`config.mk`:
```
export PLATFORM = sky130hd
export DESIGN_NAME = mem_access_unit_flat
export DESIGN_NICKNAME = d
export VERILOG_FILES = /design/src/rtl/mem_access_unit_pkg.sv /design/src/rtl/mem_access_unit_if.sv /design/src/rtl/mem_access_unit_load_align.sv /design/src/rtl/mem_access_unit.sv /design/src/flat_wrapper.sv
export SDC_FILE = /design/constraint.sdc
export NUM_CORES = 1
export LEC_CHECK = 0
export ABC_AREA = 1
export BUFFER_PORTS_ARGS = -buffer_cell sky130_fd_sc_hd__clkbuf_2
export CAP_MARGIN = 10
export CORE_MARGIN = 3
export CORE_UTILIZATION = 48
export CTS_CLUSTER_DIAMETER = 120
export DETAILED_ROUTE_END_ITERATION = 8
export PLACE_DENSITY = 0.9
export REMOVE_ABC_BUFFERS = 1
export SLEW_MARGIN = 0
export SYNTH_ARGS = -nofsm -noshare
export SYNTH_HDL_FRONTEND = slang
export SYNTH_SLANG_ARGS = --single-unit
```
`constraint.sdc`:
```
create_clock -name clk -period 4.54 [get_ports clk]
set_clock_uncertainty 0.05 [all_clocks]
set_input_delay 0.454 -clock clk [delete_from_list [all_inputs] [get_ports clk]]
set_output_delay 0.454 -clock clk [all_outputs]
set_load 0.05 [all_outputs]
```
`src/rtl/mem_access_unit_pkg.sv`:
```
// Shared types and helpers for the data-memory access unit (mem_access_unit).
package mau_pkg;

  localparam logic [1:0] MEM_B = 2'b00;
  localparam logic [1:0] MEM_H = 2'b01;
  localparam logic [1:0] MEM_W = 2'b10;

  localparam logic [1:0] ST_IDLE = 2'd0;
  localparam logic [1:0] ST_BUSY = 2'd1;
  localparam logic [1:0] ST_DONE = 2'd2;

  typedef enum logic [1:0] {
    IDLE = ST_IDLE,
    BUSY = ST_BUSY,
    DONE = ST_DONE
  } mau_state_t;

  function automatic logic [3:0] mau_byte_en(input logic [1:0] size, input logic [1:0] off);
    case (size)
      MEM_B:   return 4'b0001 << off;
      MEM_H:   return 4'b0011 << {off[1], 1'b0};
      default: return 4'b1111;
    endcase
  endfunction

  function automatic logic [31:0] mau_replicate(input logic [1:0] size, input logic [31:0] data);
    case (size)
      MEM_B:   return {4{data[7:0]}};
      MEM_H:   return {2{data[15:0]}};
      default: return data;
    endcase
  endfunction

  // Reserved size 2'b11 is folded into the misalignment condition.
  function automatic logic mau_misaligned(input logic [1:0] size, input logic [1:0] off);
    return ((size == MEM_H) && off[0]) ||
           ((size == MEM_W) && (off != 2'b00)) ||
           (size == 2'b11);
  endfunction

endpackage

```
`src/rtl/mem_access_unit_if.sv`:
```
// Handshaked data-memory bus between mem_access_unit (master) and the memory (slave).
interface mau_mem_if;
  logic        mem_req;
  logic        mem_we;
  logic [31:0] mem_addr;
  logic [3:0]  mem_be;
  logic [31:0] mem_wdata;
  logic        mem_ack;
  logic [31:0] mem_rdata;

  modport master (
    output mem_req, mem_we, mem_addr, mem_be, mem_wdata,
    input  mem_ack, mem_rdata
  );

  modport slave (
    input  mem_req, mem_we, mem_addr, mem_be, mem_wdata,
    output mem_ack, mem_rdata
  );
endinterface

```
`src/rtl/mem_access_unit_load_align.sv`:
```
// Load formatting: picks the addressed lane of a read word and sign/zero extends it.
module mau_load_align
  import mau_pkg::*;
(
  input  logic [31:0] word_i,
  input  logic [1:0]  off_i,
  input  logic [1:0]  size_i,
  input  logic        u_i,
  output logic [31:0] data_o
);

  logic [7:0]  byte_sel;
  logic [15:0] half_sel;

  always_comb begin
    byte_sel = word_i[{off_i, 3'b000} +: 8];
    half_sel = off_i[1] ? word_i[31:16] : word_i[15:0];
    case (size_i)
      MEM_B:   data_o = {{24{byte_sel[7] & ~u_i}}, byte_sel};
      MEM_H:   data_o = {{16{half_sel[15] & ~u_i}}, half_sel};
      default: data_o = word_i;
    endcase
  end

endmodule

```
`src/rtl/mem_access_unit.sv`:
```
// Memory-stage load/store unit: stalls the pipeline until the data memory acks.
// Optional bus watchdog enabled by defining MAU_TIMEOUT_EN.
module mem_access_unit
  import mau_pkg::*;
#(
  parameter int unsigned TIMEOUT_CYCLES = 255
) (
  input  logic        clk,
  input  logic        rst,
  input  logic        req_valid,
  input  logic        MemRead,
  input  logic        MemWrite,
  input  logic [1:0]  type_i,
  input  logic        u,
  input  logic [31:0] addr,
  input  logic [31:0] wdata,
  output logic        stall_mem,
  output logic [31:0] rdata_o,
  output logic        rdata_valid,
  output logic        misalign_o,
  output logic        bus_err_o,
  mau_mem_if.master   mem
);

  mau_state_t  state_q, state_d;
  logic        we_q, we_d;
  logic [29:0] maddr_q, maddr_d;
  logic [3:0]  be_q, be_d;
  logic [31:0] wdata_q, wdata_d;
  logic [1:0]  off_q, off_d;
  logic [1:0]  size_q, size_d;
  logic        u_q, u_d;
  logic [31:0] rdata_q, rdata_d;
  logic        rvalid_q, rvalid_d;
  logic        err_q, err_d;

  logic        is_mem;
  logic        mis_cond;
  logic        accept;
  logic        expire;
  logic [31:0] load_data;

  assign is_mem   = req_valid & (MemRead | MemWrite);
  assign mis_cond = is_mem & mau_misaligned(type_i, addr[1:0]);
  assign accept   = (state_q == IDLE) & is_mem & ~mis_cond;

  // Gated by rst so every output reads 0 while reset is held.
  assign stall_mem  = ~rst & (accept | (state_q == BUSY));
  assign misalign_o = ~rst & (state_q == IDLE) & mis_cond;

  assign mem.mem_req   = (state_q == BUSY);
  assign mem.mem_we    = we_q;
  assign mem.mem_addr  = {maddr_q, 2'b00};
  assign mem.mem_be    = be_q;
  assign mem.mem_wdata = wdata_q;

  assign rdata_o     = rdata_q;
  assign rdata_valid = rvalid_q;
  assign bus_err_o   = err_q;

  mau_load_align u_load_align (
    .word_i (mem.mem_rdata),
    .off_i  (off_q),
    .size_i (size_q),
    .u_i    (u_q),
    .data_o (load_data)
  );

`ifdef MAU_TIMEOUT_EN
  localparam int unsigned CNT_LOG = $clog2(TIMEOUT_CYCLES + 1);
  localparam int unsigned CNT_W   = (CNT_LOG > 8) ? CNT_LOG : 8;

  logic [CNT_W-1:0] cnt_q, cnt_d;

  // cnt_q counts BUSY cycles already spent; expiry lands on the TIMEOUT_CYCLES-th one.
  assign expire = (cnt_q == CNT_W'(TIMEOUT_CYCLES - 1));
  assign cnt_d  = (state_q == BUSY) ? cnt_q + CNT_W'(1) : '0;

  always_ff @(posedge clk or posedge rst) begin
    if (rst) cnt_q <= '0;
    else     cnt_q <= cnt_d;
  end
`else
  logic [31:0] unused_timeout_cycles;
  assign unused_timeout_cycles = TIMEOUT_CYCLES;
  assign expire = 1'b0;
`endif

  always_comb begin
    state_d  = state_q;
    we_d     = we_q;
    maddr_d  = maddr_q;
    be_d     = be_q;
    wdata_d  = wdata_q;
    off_d    = off_q;
    size_d   = size_q;
    u_d      = u_q;
    rdata_d  = rdata_q;
    rvalid_d = 1'b0;
    err_d    = 1'b0;
    case (state_q)
      IDLE: begin
        if (accept) begin
          state_d = BUSY;
          we_d    = MemWrite;
          maddr_d = addr[31:2];
          be_d    = MemWrite ? mau_byte_en(type_i, addr[1:0]) : '0;
          wdata_d = mau_replicate(type_i, wdata);
          off_d   = addr[1:0];
          size_d  = type_i;
          u_d     = u;
        end
      end
      BUSY: begin
        if (mem.mem_ack) begin
          state_d = DONE;
          if (!we_q) begin
            rdata_d  = load_data;
            rvalid_d = 1'b1;
          end
        end else if (expire) begin
          state_d = DONE;
          rdata_d = '0;
          err_d   = 1'b1;
        end
      end
      DONE:    state_d = IDLE;
      default: state_d = IDLE;
    endcase
  end

  always_ff @(posedge clk or posedge rst) begin
    if (rst) begin
      state_q  <= IDLE;
      we_q     <= 1'b0;
      maddr_q  <= '0;
      be_q     <= '0;
      wdata_q  <= '0;
      off_q    <= '0;
      size_q   <= '0;
      u_q      <= 1'b0;
      rdata_q  <= '0;
      rvalid_q <= 1'b0;
      err_q    <= 1'b0;
    end else begin
      state_q  <= state_d;
      we_q     <= we_d;
      maddr_q  <= maddr_d;
      be_q     <= be_d;
      wdata_q  <= wdata_d;
      off_q    <= off_d;
      size_q   <= size_d;
      u_q      <= u_d;
      rdata_q  <= rdata_d;
      rvalid_q <= rvalid_d;
      err_q    <= err_d;
    end
  end

endmodule

```
`src/flat_wrapper.sv`:
```
// flat-port wrapper written by rule: the top's interface ports become plain ports
module mem_access_unit_flat import mau_pkg::*;
#(
  parameter int unsigned TIMEOUT_CYCLES = 255
)
  (clk, rst, req_valid, MemRead, MemWrite, type_i, u, addr, wdata, stall_mem, rdata_o, rdata_valid, misalign_o, bus_err_o, mem_mem_req, mem_mem_we, mem_mem_addr, mem_mem_be, mem_mem_wdata, mem_mem_ack, mem_mem_rdata);
  mau_mem_if mem_i ();
  input  logic clk;
  input  logic rst;
  input  logic req_valid;
  input  logic MemRead;
  input  logic MemWrite;
  input  logic [1:0] type_i;
  input  logic u;
  input  logic [31:0] addr;
  input  logic [31:0] wdata;
  output logic stall_mem;
  output logic [31:0] rdata_o;
  output logic rdata_valid;
  output logic misalign_o;
  output logic bus_err_o;
  output wire logic [$bits(mem_i.mem_req)-1:0] mem_mem_req;
  output wire logic [$bits(mem_i.mem_we)-1:0] mem_mem_we;
  output wire logic [$bits(mem_i.mem_addr)-1:0] mem_mem_addr;
  output wire logic [$bits(mem_i.mem_be)-1:0] mem_mem_be;
  output wire logic [$bits(mem_i.mem_wdata)-1:0] mem_mem_wdata;
  input wire logic [$bits(mem_i.mem_ack)-1:0] mem_mem_ack;
  input wire logic [$bits(mem_i.mem_rdata)-1:0] mem_mem_rdata;
  assign mem_mem_req = mem_i.mem_req;
  assign mem_mem_we = mem_i.mem_we;
  assign mem_mem_addr = mem_i.mem_addr;
  assign mem_mem_be = mem_i.mem_be;
  assign mem_mem_wdata = mem_i.mem_wdata;
  assign mem_i.mem_ack = mem_mem_ack;
  assign mem_i.mem_rdata = mem_mem_rdata;
  mem_access_unit #(.TIMEOUT_CYCLES(TIMEOUT_CYCLES)) u_core (.clk(clk), .rst(rst), .req_valid(req_valid), .MemRead(MemRead), .MemWrite(MemWrite), .type_i(type_i), .u(u), .addr(addr), .wdata(wdata), .stall_mem(stall_mem), .rdata_o(rdata_o), .rdata_valid(rdata_valid), .misalign_o(misalign_o), .bus_err_o(bus_err_o), .mem(mem_i));
endmodule
```
## Yosys cells after proc, flatten, opt, wreduce, memory -nomap -nowiden

Cells that the tools add are included.

- Output and inout bits: 106
- Word-level logic and storage cells: 57
- Bits in registers: 107

- Equality and inequality tests: 7
- Multiplexer cells: 11
- Bitwise gates (word level): 15
- Shift-type cells: 3
- Reductions and logical operators: 11

Operators by type and width:

| operator | count |
|---|---|
| case mux 32 bit (2 select lines) | 2 |
| variable part select 32 x 6 -> 8 bit | 1 |
| 2-to-1 mux 16 bit | 1 |
| bitwise AND 1 bit | 9 |
| case mux 4 bit (2 select lines) | 1 |
| equality test 2 x 1 -> 1 bit (second input constant) | 3 |
| logical NOT 2 bit | 3 |
| equality test 2 bit (second input constant) | 2 |
| 2-to-1 mux 2 bit | 2 |
| 2-to-1 mux 4 bit | 1 |
| inequality test 2 x 1 -> 1 bit (second input constant) | 2 |
| NOT 1 bit | 4 |
| case mux 2 bit (2 select lines) | 1 |
| AND reduction 2 bit | 2 |
| << shifter 1 x 2 -> 4 bit (first input constant) | 1 |
| << shifter 2 x 2 -> 4 bit (first input constant) | 1 |
| 2-to-1 mux 1 bit | 3 |
| AND reduction 3 bit | 1 |
| logical AND 1 bit | 2 |
| logical OR 1 bit | 2 |
| bitwise OR 1 bit | 2 |
| nonzero test 2 bit | 1 |

## Logic depth before layout (Yosys ltp)

- Depth in word-level cells: 9
- Mapped depth: 10
- Depth with buffers taken out: 9

## Modules after synthesis

From an unflattened synthesis, not the netlist that was laid out.

- Cell total of the unflattened synthesis: 722
- Area, all modules: 5566.6 sq um

By module, submodules not included:

| module | times used | area an instance (sq um) | seq. area each (sq um) | cells each |
|---|---|---|---|---|
| mem_access_unit | 1 | 4645.7 | 2677.6 | 568 |
| mau_load_align | 1 | 920.9 | 0.0 | 154 |

## Least setup slack after synthesis

No wires, ideal clock.

- Path kind: in2out
- Start: input port type_i[1]
- End: output port misalign_o
- Path slack: 1820 ps
- Stages on the path: 6
- Path buffers: 2
- Data arrival time: 2216 ps
- Cell sequence: buf_2 inv_1 nand2_1 nand3_4 clkbuf_1 nor3_1

- Word-level cells in the longest chain between the ends: 6
- Elaborated cells between the ends (all ways): 9
- Those cells by class: 3 x eq/ne; 2 x bitwise; 4 x reduce/logical

RTL lines:

| element | line | source |
|---|---|---|
| start, declared | flat_wrapper.sv:13 | `input logic [1:0] type_i;` |
| equality test 2 x 1 -> 1 bit or equality test 2 bit (tied branches) | mem_access_unit_pkg.sv:36, mem_access_unit_pkg.sv:37 |  |
| logical AND 1 bit, on equally long branches | mem_access_unit_pkg.sv:36, mem_access_unit_pkg.sv:37 |  |
| logical OR 1 bit | mem_access_unit_pkg.sv:36 | `return ((size == MEM_H) && off[0]) \|\|` |
| logical OR 1 bit (*) | mem_access_unit_pkg.sv:37 | `((size == MEM_W) && (off != 2'b00)) \|\|` |
| bitwise AND 1 bit (*) | mem_access_unit.sv:44 | `assign mis_cond = is_mem & mau_misaligned(type_i, addr[1:0]);` |
| bitwise AND 1 bit (*) | mem_access_unit.sv:49 | `assign misalign_o = ~rst & (state_q == IDLE) & mis_cond;` |
| end, declared | flat_wrapper.sv:20 | `output logic misalign_o;` |

Mark *: on every way between the ends. The rest lies on a longest branch, timed or not.

## Final worst setup path

Same ends and word-level chain as after synthesis.

==> flow_summary.json <==
{
  "dpl.hpwl_microns": 9900,
  "setup_viol": 0,
  "detail_route.iter0.violations": 464,
  "worstSetupStartpointType": "primary input",
  "fin_crit_sh_pct": 62.2,
  "p_switching_mw": 2.47,
  "static-leakage-power_nw": 3.51,
  "drtAntennaViolNets": 0,
  "peak_freq_ghz": 0.354,
  "placement.io_buffers": 207,
  "synthToLayoutAreaGrowth_pct": 23.4,
  "top_layer": "met4",
  "worstPathCellList": "clkbuf_2, inv_1, nand2_1, nand3_4, nor3_1, clkbuf_2",
  "starting_utilization_of_the_core_area_pct": 50.7,
  "wl_met1_microns": 5540,
  "routed_length_per_placed_instance_microns": 14.3,
  "post_cts_resized": 0,
  "cp.required_ns": 4.04,
  "seq_power_share_pct": 34.2,
  "number_of_synthesized_flops_with_an_enable_pin": 0,
  "global_route_wire_length_before_repair_microns": 21900,
  "std_cell_rows": 36,
  "ir_drop_v": 0.000430,
  "power_density_nw_per_um2": 726,
  "die_x_microns": 109,
  "slowest_delay_ns": 0.51,
  "final_cell_count_no_fill": 961,
  "cts.repair_timing.setup_buffer_count": 0,
  "dr_wl_met2_microns": 6810,
  "globalRouteOverflowTotal": 0,
  "cts_buffers": 9,
  "worst-path-buf-inv": 3,
  "critPathKind": "primary input to output port",
  "place_congestion": 0.842,
  "nets": 928,
  "slew_viol_final": 0,
  "totalNegativeSetupSlack_ns": 0,
  "fillCellCount": 909,
  "syn_area_sq_um": 5070,
  "worst_skew_pair.late_latency_ns": 0.35,
  "yosysUniqueCellTypes": 22,
  "dr.pass1.iters": 5,
  "yosysSeqAreaShare_pct": 52.8,
  "transition_time_of_the_tightest_slew_check_pin_ns": 0.981,
  "ys_async_sr_fraction_pct": 100,
  "worst_ep_arrival_time_ns": 2.32,
  "critPathSlowestCell": "sky130_fd_sc_hd__clkbuf_2",
  "core-area_sq_um": 10000,
  "via_count_of_the_first_global_routing_pass": 4578,
  "grt_max_degree": 111,
  "floorplan.die.height_microns": 109,
  "ys_seq_elements": 107,
  "worstSetupEndpointType": "output port",
  "routed_wire_length_microns": 13700,
  "regArea_sq_um": 2680,
  "drcViolationCount": 0,
  "cts.sink_count": 107,
  "tightest_slew_margin_relative_to_the_limit_pct": 34.6,
  "io_pins": 211,
  "clock_network_power_share_pct": 12.9,
  "timing.critical_path.mode_cell": "sky130_fd_sc_hd__clkbuf_2",
  "area_of_combinational_cells_with_multiple_inputs_sq_um": 2000,
  "synth_cells": 639,
  "grt.total_usage_pct": 23.2,
  "root_buffer_selected_by_cts": "sky130_fd_sc_hd__clkbuf_8",
  "ys_warn_count": 0,
  "clock_tree.buffer_depth": 2,
  "avgSynthCellArea_sq_um": 7.94,
  "cts_tree": "yes",
  "die_area_sq_um": 11800,
  "critical_path_peak_fanout": 37,
  "critical_path.top_delay_family": "buffers and inverters",
  "antenna-diode-count": 0,
  "status": "complete, no violations",
  "timing.final.crit_period_ns": 2.82,
  "final_hold_viol_count": 0,
  "cts.htree.levels": 3,
  "drive_above_1_share_pct": 28.5,
  "dominantRegCellSynth": "sky130_fd_sc_hd__dfrtp_1",
  "clk_pin_slew_ns": 0.10,
  "power.share.switching_pct": 54.3,
  "grt_setup_unrepaired": "no",
  "power_report.internal_total_mw": 2.08,
  "antenna_found_initial": 0,
  "post_cts_hold_buffer_count": 0,
  "dr_total_vias": 4890,
  "pwr-share-comb_pct": 52.9,
  "min_path_type": "primary input to register",
  "max_cap_viol_count": 0,
  "via_density_per_instance": 5.09,
  "dp.cells": 945,
  "detailroute.wirelength.met3_microns": 1240
}
cells by family after synthesis:
family | count (synthesis) | share of synthesized area, %
other | 1 | 0.0739
AO/OA/AOI/OAI | 142 | 14.2
buffers and inverters | 81 | 8.04
AND/OR/NAND/NOR | 308 | 24.9
flip-flops | 107 | 52.8
per-stage QoR:
| stage | util, % | total power [mW] | hold WS [ns] | instance area, sq um | setup slack (ns) |
|---|---|---|---|---|---|
| after floorplan | - | 3.34 | 0.414 | 4820 | 1.10 |
| after global placement | 60.6 | 3.93 | 0.403 | 6060 | 1.49 |
| after detailed placement | 60.6 | 3.99 | 0.407 | 6060 | 1.41 |
| after global routing | 62.6 | 4.81 | 0.256 | 6260 | 1.41 |
| after CTS | 62.6 | 4.57 | 0.250 | 6260 | 1.71 |
| final | 62.6 | 4.55 | 0.252 | 6260 | 1.72 |
state kept, by name, indices dropped and copies added (netlist names):
signal and flops:
u_core.mem.mem_be 4, u_core.size_q 2, u_core.off_q 2, u_core.state_q 2, u_core.mem.mem_we 1, u_core.rdata_valid 1, u_core.rdata_o 32, u_core.maddr_q 30
u_core.mem.mem_wdata 32, u_core.u_q 1
path summary, 6_finish.rpt:
path                                          from                  to  slack, ns  cells past startpoint
worst min register to register  u_core.maddr_q[22]  u_core.maddr_q[22]       0.43                      2
min in group asynchronous                      rst  u_core.maddr_q[22]       0.28                      2
worst min-delay path                   mem_mem_ack   u_core.state_q[0]       0.25                      2
max in group asynchronous                      rst  u_core.rdata_o[29]       3.22                      3
worst max-delay path                     type_i[1]          misalign_o       1.72                      6
worst max register to register     u_core.off_q[1]   u_core.rdata_o[9]       2.21                      9
synthesized netlist by cell type, types with 3 or more instances:
| cell type | count | area share, % |
|---|---|---|
| sky130_fd_sc_hd__buf_6 | 11 | 2.4 |
| sky130_fd_sc_hd__buf_2 | 5 | 0.49 |
| sky130_fd_sc_hd__o21ai_1 | 17 | 1.7 |
| sky130_fd_sc_hd__nor2_1 | 34 | 2.5 |
| sky130_fd_sc_hd__nand2_2 | 3 | 0.37 |
| sky130_fd_sc_hd__inv_1 | 39 | 2.9 |
| sky130_fd_sc_hd__nand3_1 | 44 | 4.3 |
| sky130_fd_sc_hd__dfrtp_1 | 107 | 53 |
| sky130_fd_sc_hd__nand2_1 | 221 | 16 |
| sky130_fd_sc_hd__clkbuf_1 | 19 | 1.4 |
| sky130_fd_sc_hd__a21oi_1 | 71 | 7.0 |
| sky130_fd_sc_hd__buf_4 | 4 | 0.59 |
| sky130_fd_sc_hd__o21ai_0 | 52 | 5.1 |
| sky130_fd_sc_hd__nor2_4 | 4 | 0.89 |
layout make-up:
cell class / instances / area share, %
clock buffer: 11 / 2.10
inverter: 41 / 2.50
multi-input combinational: 453 / 31.9
tap: 133 / 2.66
clock inverter: 5 / 1.00
sequential: 107 / 42.8
timing repair buffer: 211 / 17.0
power by group through the flow:
stage / clock network [mW] / logic [mW] / registers (mW)
final: 0.587 / 2.40 / 1.56
after global routing: 0.638 / 2.57 / 1.60
after CTS: 0.599 / 2.42 / 1.55
after detailed placement: 0 / 2.42 / 1.57
after global placement: 0 / 2.37 / 1.57
after floorplan: 0 / 0.577 / 2.76
layer usage:
metal / vias up / global-route usage [%]
met5: - / 0
met2: 232 / 38.5
met1: 2237 / 31.4
met4: 0 / 5.14
li1: 2409 / -
met3: 12 / 5.15
layout by cell type, fill, tap and decap left out, drive strengths merged:
cell type | netlist | final
nor3 | 1 | 1
clkinv | 1 | 2
clkinvlp | 0 | 2
dfrtp | 107 | 107
inv | 40 | 41
buf | 21 | 4
nand3 | 45 | 45
nor2 | 38 | 38
o22a | 1 | 1
a21oi | 71 | 71
clkbuf | 19 | 218
bufinv | 0 | 1
nand2 | 224 | 224
conb | 1 | 3
o21ai | 70 | 70
Power figures use the tool's default switching activity.
